$ cat config.mk
export PLATFORM = sky130hd
export DESIGN_NAME = icache_multiline_flat
export DESIGN_NICKNAME = d
export VERILOG_FILES = /design/src/rtl/icache_multiline_if.sv /design/src/rtl/icache_multiline.sv /design/src/flat_wrapper.sv
export SDC_FILE = /design/constraint.sdc
export NUM_CORES = 2
export LEC_CHECK = 0
export CORE_ASPECT_RATIO = 2
export CORE_MARGIN = 4
export CORE_UTILIZATION = 30
export DETAILED_ROUTE_END_ITERATION = 8
export SYNTH_ARGS = -nofsm -noshare
export SYNTH_HDL_FRONTEND = slang
export SYNTH_SLANG_ARGS = --single-unit
$ cat constraint.sdc
create_clock -name clk_in -period 14.5 [get_ports clk_in]
set_input_delay 4.35 -clock clk_in [delete_from_list [all_inputs] [get_ports clk_in]]
set_output_delay 4.35 -clock clk_in [all_outputs]
set_load 0.02 [all_outputs]
$ cat src/rtl/icache_multiline_if.sv
// Fetch-side and memory-side signals of the multi-line instruction cache.
// The cache takes the slave modport; the fetcher/memory environment takes master.
interface icache_multiline_if;
  logic        req_valid;
  logic [31:0] req_pc;
  logic        flush;
  logic [31:0] inst_out;
  logic        valid_out;
  logic        compressed_out;
  logic        mem_en;
  logic [31:0] miss_addr;
  logic        mem_grant;
  logic [7:0]  mem_byte;

  modport master (
    output req_valid, req_pc, flush, mem_grant, mem_byte,
    input  inst_out, valid_out, compressed_out, mem_en, miss_addr
  );

  modport slave (
    input  req_valid, req_pc, flush, mem_grant, mem_byte,
    output inst_out, valid_out, compressed_out, mem_en, miss_addr
  );
endinterface

$ cat src/rtl/icache_multiline.sv
// Direct-mapped instruction cache returning 32 bits at a halfword-aligned pc,
// refilling whole lines byte-by-byte; fetches may straddle two lines.
module icache_multiline #(
  parameter int unsigned LINE_BYTES = 16,
  parameter int unsigned NUM_LINES  = 16
) (
  input logic               clk_in,
  input logic               rst_in,
  icache_multiline_if.slave bus
);
  localparam int unsigned OFF_W = $clog2(LINE_BYTES);
  localparam int unsigned IDX_W = $clog2(NUM_LINES);
  localparam int unsigned TAG_W = 32 - OFF_W - IDX_W;
  localparam int unsigned CNT_W = OFF_W + 1;

  localparam logic [CNT_W-1:0] LB_CNT       = CNT_W'(LINE_BYTES);
  localparam logic [CNT_W-1:0] LAST_CNT     = CNT_W'(LINE_BYTES - 1);
  localparam logic [OFF_W-1:0] STRADDLE_OFF = OFF_W'(LINE_BYTES - 2);
  localparam logic [31:0]      LINE_MASK    = ~32'(LINE_BYTES - 1);

  localparam logic [0:0] ST_IDLE   = 1'b0;
  localparam logic [0:0] ST_REFILL = 1'b1;

  logic [0:0]           state, state_nx;
  logic [CNT_W-1:0]     iss, iss_nx, rcv, rcv_nx;
  logic                 pend, pend_nx;
  logic [31:0]          base, base_nx;
  logic [NUM_LINES-1:0] valid_q, valid_nx;
  logic                 mem_en_nx;
  logic [31:0]          miss_addr_nx;
  logic                 resp_nx;
  logic                 fill_we, fill_done;

  logic [TAG_W-1:0] tags [NUM_LINES];
  logic [7:0]       data [NUM_LINES][LINE_BYTES];

  // Address split for the two halfwords of the fetch (pc and pc+2)
  logic [31:0]      pc_a, pc2, miss_base;
  logic [OFF_W-1:0] off0, off2;
  logic [IDX_W-1:0] idx0, idx1, ridx, miss_idx;
  logic [TAG_W-1:0] tag0, tag1;
  logic             straddle, hit0, hit1, hit;
  logic [31:0]      inst_nx;

  assign pc_a     = bus.req_pc & ~32'd1;
  assign pc2      = pc_a + 32'd2;
  assign off0     = pc_a[OFF_W-1:0];
  assign off2     = pc2[OFF_W-1:0];
  assign idx0     = pc_a[OFF_W +: IDX_W];
  assign idx1     = pc2[OFF_W +: IDX_W];
  assign tag0     = pc_a[31 -: TAG_W];
  assign tag1     = pc2[31 -: TAG_W];
  assign ridx     = base[OFF_W +: IDX_W];
  assign straddle = (off0 == STRADDLE_OFF);
  assign hit0     = valid_q[idx0] && (tags[idx0] == tag0);
  assign hit1     = valid_q[idx1] && (tags[idx1] == tag1);
  assign hit      = hit0 && (!straddle || hit1);

  // Line of pc is fetched before the line of pc+2
  assign miss_base = hit0 ? (pc2 & LINE_MASK) : (pc_a & LINE_MASK);
  assign miss_idx  = miss_base[OFF_W +: IDX_W];

  // pc,pc+1 always share a line; pc+2,pc+3 share the (possibly next) line
  assign inst_nx = {data[idx1][{off2[OFF_W-1:1], 1'b1}], data[idx1][off2],
                    data[idx0][{off0[OFF_W-1:1], 1'b1}], data[idx0][off0]};

  always_comb begin
    state_nx  = state;
    iss_nx    = iss;
    rcv_nx    = rcv;
    pend_nx   = 1'b0;
    base_nx   = base;
    valid_nx  = valid_q;
    resp_nx   = 1'b0;
    fill_we   = 1'b0;
    fill_done = 1'b0;
    if (bus.flush) begin
      state_nx = ST_IDLE;
      valid_nx = '0;
    end else if (state == ST_IDLE) begin
      if (bus.req_valid && hit) begin
        resp_nx = 1'b1;
      end else if (bus.req_valid) begin
        state_nx           = ST_REFILL;
        base_nx            = miss_base;
        iss_nx             = '0;
        rcv_nx             = '0;
        valid_nx[miss_idx] = 1'b0;
      end
    end else begin
      // Byte granted last cycle arrives now
      if (pend) begin
        fill_we = 1'b1;
        rcv_nx  = rcv + CNT_W'(1);
        if (rcv == LAST_CNT) begin
          fill_done      = 1'b1;
          valid_nx[ridx] = 1'b1;
          state_nx       = ST_IDLE;
        end
      end
      if (bus.mem_en && bus.mem_grant) begin
        iss_nx  = iss + CNT_W'(1);
        pend_nx = 1'b1;
      end
    end
    mem_en_nx    = (state_nx == ST_REFILL) && (iss_nx < LB_CNT);
    miss_addr_nx = base_nx + 32'(iss_nx);
  end

  always_ff @(posedge clk_in or posedge rst_in) begin
    if (rst_in) begin
      state              <= ST_IDLE;
      iss                <= '0;
      rcv                <= '0;
      pend               <= 1'b0;
      base               <= '0;
      valid_q            <= '0;
      bus.mem_en         <= 1'b0;
      bus.miss_addr      <= '0;
      bus.valid_out      <= 1'b0;
      bus.inst_out       <= '0;
      bus.compressed_out <= 1'b0;
    end else begin
      state         <= state_nx;
      iss           <= iss_nx;
      rcv           <= rcv_nx;
      pend          <= pend_nx;
      base          <= base_nx;
      valid_q       <= valid_nx;
      bus.mem_en    <= mem_en_nx;
      bus.miss_addr <= miss_addr_nx;
      bus.valid_out <= resp_nx;
      if (resp_nx) begin
        bus.inst_out       <= inst_nx;
        bus.compressed_out <= (inst_nx[1:0] != 2'b11);
      end
    end
  end

  // Line storage needs no reset; the valid bits guard it
  always_ff @(posedge clk_in) begin
    if (fill_we) data[ridx][rcv[OFF_W-1:0]] <= bus.mem_byte;
    if (fill_done) tags[ridx] <= base[31 -: TAG_W];
  end
endmodule

$ cat src/flat_wrapper.sv
// flat-port wrapper written by rule: the top's interface ports become plain ports
module icache_multiline_flat 
#(
  parameter int unsigned LINE_BYTES = 16,
  parameter int unsigned NUM_LINES  = 16
)
  (clk_in, rst_in, bus_req_valid, bus_req_pc, bus_flush, bus_mem_grant, bus_mem_byte, bus_inst_out, bus_valid_out, bus_compressed_out, bus_mem_en, bus_miss_addr);
  icache_multiline_if bus_i ();
  input logic clk_in;
  input logic rst_in;
  input wire logic [$bits(bus_i.req_valid)-1:0] bus_req_valid;
  input wire logic [$bits(bus_i.req_pc)-1:0] bus_req_pc;
  input wire logic [$bits(bus_i.flush)-1:0] bus_flush;
  input wire logic [$bits(bus_i.mem_grant)-1:0] bus_mem_grant;
  input wire logic [$bits(bus_i.mem_byte)-1:0] bus_mem_byte;
  output wire logic [$bits(bus_i.inst_out)-1:0] bus_inst_out;
  output wire logic [$bits(bus_i.valid_out)-1:0] bus_valid_out;
  output wire logic [$bits(bus_i.compressed_out)-1:0] bus_compressed_out;
  output wire logic [$bits(bus_i.mem_en)-1:0] bus_mem_en;
  output wire logic [$bits(bus_i.miss_addr)-1:0] bus_miss_addr;
  assign bus_i.req_valid = bus_req_valid;
  assign bus_i.req_pc = bus_req_pc;
  assign bus_i.flush = bus_flush;
  assign bus_i.mem_grant = bus_mem_grant;
  assign bus_i.mem_byte = bus_mem_byte;
  assign bus_inst_out = bus_i.inst_out;
  assign bus_valid_out = bus_i.valid_out;
  assign bus_compressed_out = bus_i.compressed_out;
  assign bus_mem_en = bus_i.mem_en;
  assign bus_miss_addr = bus_i.miss_addr;
  icache_multiline #(.LINE_BYTES(LINE_BYTES), .NUM_LINES(NUM_LINES)) u_core (.clk_in(clk_in), .rst_in(rst_in), .bus(bus_i));
endmodule
==> qor.yml <==
grt_pass1_vias: 71200
p_sw_mw: 4.02
placed_area_sq_um: 129000
cts_setup_buffers: 0
swShare: 0.248
clock_skew_ns: 0.0976
rows: 330
vdd_drop_max_mv: 0.115
io_buffers: 110
placed_cells: 11400
tightest_slew_ns: 1.39
p_int_mw: 12.2
setup_violations: 0
dieHeight_um: 909
end_kind: "register"
cts_buffer_depth: 4
place_hpwl_um: 267000
yosysSeqAreaShare: 0.625
wl_per_cell_um: 34.3
crit_buf_inv: 6
antenna_found_initial: 16
grtUsageMet3: 0.0239
syn_nets: 6309
initial_core_util: 0.301
clock_latency_ns: 0.96
overflow: 0
cellLeakagePower_nw: 41.6
coreArea_sq_um: 404000
root_buffer: "clkbuf_16"
layout-drive-gt1-share: 0.322
drt_iter0_markers: 7367
cts_tree: "done"
slew_violations: 0
path_class: "input port to register"
path_max_fanout: 121
cts_resized: 0
die_area_sq_um: 417000
ys_async_sr_fraction: 0.0496
globalRouteTotalUtil: 0.190
antenna_left: 0
grt_max_degree: 181
vias: 67900
synth_edf_count: 2432
slew_headroom: 0.0725
clkSinkCount: 2559
maxCapViolations: 0
hp-class: "register to register"
dr.pass1.iters: 8
rsz0062_at_grt: "false"
vias_per_cell: 5.77
drt_wl_total_um: 404000
share_seq_of_total_power: 0.509
fin_nets: 6336
synth.cell_area_sq_um: 122000
total_power_mw: 16.2
layout_setup_ws_ns: 2.98
grt_pass1_wl_um: 562000
final_cell_mix: "edfxtp_1, mux4_2, nor2_1"
fmax_mhz: 86.8
p_comb_frac: 0.114
setup_tns_ns: 0
grt-busiest-layer: "met2"
p_clk_frac: 0.376
cpMaxStageDelayCell: "mux4_2"
die_w_um: 459
syn_area_per_cell_sq_um: 19.5
cts-htree-levels: 4
min_period_ns: 11.52
numCtsBuffers: 219
clk_pin_slew_ns: 0.07
required_ns: 15.27
area_delta_synth_final_pct: 12.2
fin_area_sq_um: 137000
postCtsHoldBufs: 0
status: "finished, final reports clean"
cp.arrival_ns: 12.28
final_cells: 11800
worst_path_largest_cell_delay_ns: 0.77
hold_violations: 0
gp_congestion: 0.935
synth_cell_types: 84
startpoint_type: "input port"
synth_flop_cell: "edfxtp_1"
yosys_warnings: 0
p_per_area_nw_per_um2: 119
met1_usage: 0.202
final_common_cell: "edfxtp_1"
synthCells: 6250
use_met2: 0.342
ios: 112
crit_family: "compound AO/OA/AOI/OAI gates"
finalCritPeriodShare: 0.794
drc: 0
pre_cts_slack_ns: 2.18
synth_seq_cells: 2559
==> final cells by class <==
type	count	area (sq um)
Antenna cell	15	37.5
Clock buffer	271	5860
Clock inverter	120	1250
Fill cell	37700	268000
Inverter	38	155
Multi-Input combinational cell	3157	43700
Sequential cell	2559	76200
Tap cell	5312	6650
Timing Repair Buffer	302	2750
==> power by group through the flow <==
| stage | Combinational [mW] | Clock, mW | Sequential, mW |
|---|---|---|---|
| final | 1.85 | 6.10 | 8.26 |
| after CTS | 1.86 | 6.18 | 8.25 |
| after global placement | 1.85 | 0 | 8.41 |
| after floorplan | 1.06 | 0 | 8.38 |
| after global routing | 1.91 | 6.46 | 8.26 |
| after detailed placement | 1.86 | 0 | 8.42 |
==> synth_stat cells, drive strengths merged (10+ instances only) <==
library cell | n | area [sq um]
o21ai | 59 | 307
clkbuf | 280 | 1050
a21oi | 89 | 449
mux4 | 1452 | 32700
buf | 216 | 982
and2 | 12 | 75.1
and3 | 24 | 150
nor2 | 370 | 1390
xnor2 | 83 | 753
a221oi | 22 | 193
nand3 | 59 | 313
a211oi | 40 | 300
nor3 | 52 | 275
a21o | 12 | 90.1
nand2b | 41 | 257
a311oi | 21 | 184
inv | 38 | 143
a22oi | 40 | 300
o22ai | 19 | 119
nor2b | 28 | 175
nand2 | 239 | 900
nor4 | 19 | 125
dfrtp | 127 | 3180
mux2i | 213 | 2140
xor2 | 35 | 307
edfxtp | 2432 | 73000
mux2 | 28 | 315
nand4 | 21 | 138
a22o | 15 | 131
a31oi | 33 | 206
ha | 13 | 163
nor3b | 10 | 75.1
==> final timing paths <==
kind	from	end	slack, ns	depth (start not counted)
worst max register to register	u_core.tags[15][3]	u_core.bus.miss_addr[24]	8.02	24
max in group asynchronous	rst_in	u_core.bus.inst_out[20]	9.24	3
worst min register to register	u_core.bus.inst_out[7]	u_core.bus.inst_out[7]	0.49	2
worst max-delay path	bus_req_pc[5]	u_core.bus.miss_addr[24]	2.98	27
min in group asynchronous	rst_in	u_core.state	3.89	2
worst min-delay path	u_core.bus.inst_out[7]	u_core.bus.inst_out[7]	0.49	2
==> per-layer routing <==
metal	share of wire	wire length, um
met5	0.000097	39
met4	0.089	36000
met1	0.33	131000
met3	0.058	23500
met2	0.53	213000
==> registers in the layout, indices dropped and copies added (netlist names) <==
signal                     cells
u_core.bus.valid_out           1
u_core.bus.compressed_out      1
u_core.bus.inst_out           32
u_core.tags                  384
u_core.base                   32
u_core.rcv                     5
u_core.bus.mem_en              1
u_core.state                   1
u_core.iss                     5
u_core.data                 2048
u_core.pend                    1
u_core.bus.miss_addr          32
u_core.valid_q                16
==> cell families (layout without fill, tap and decap cells) <==
kind of cell	Yosys count	in the layout	synth area share
simple gates	913	913	0.0342
flops	2559	2559	0.625
mux	1693	1693	0.289
compound gates	419	419	0.0237
buf+inv	534	731	0.0179
xor+xnor	118	118	0.00870
other cells	0	15	0
fa+ha+maj	14	14	0.00150
==> tightest hold or removal path: stages (launching register included) <==
cell and delay (ns):
dfrtp_1 0.35, nand2_1 0.05, o21ai_0 0.06
==> metrics by stage <==
stage / util / hold slack, ns
CTS: 0.338 / 0.496
finish: 0.338 / 0.486
detailed placement: 0.320 / 0.478
floorplan: - / 0.454
global placement: 0.320 / 0.476
global route: 0.338 / 0.513
Note: power is estimated with default switching activity, not from simulation.
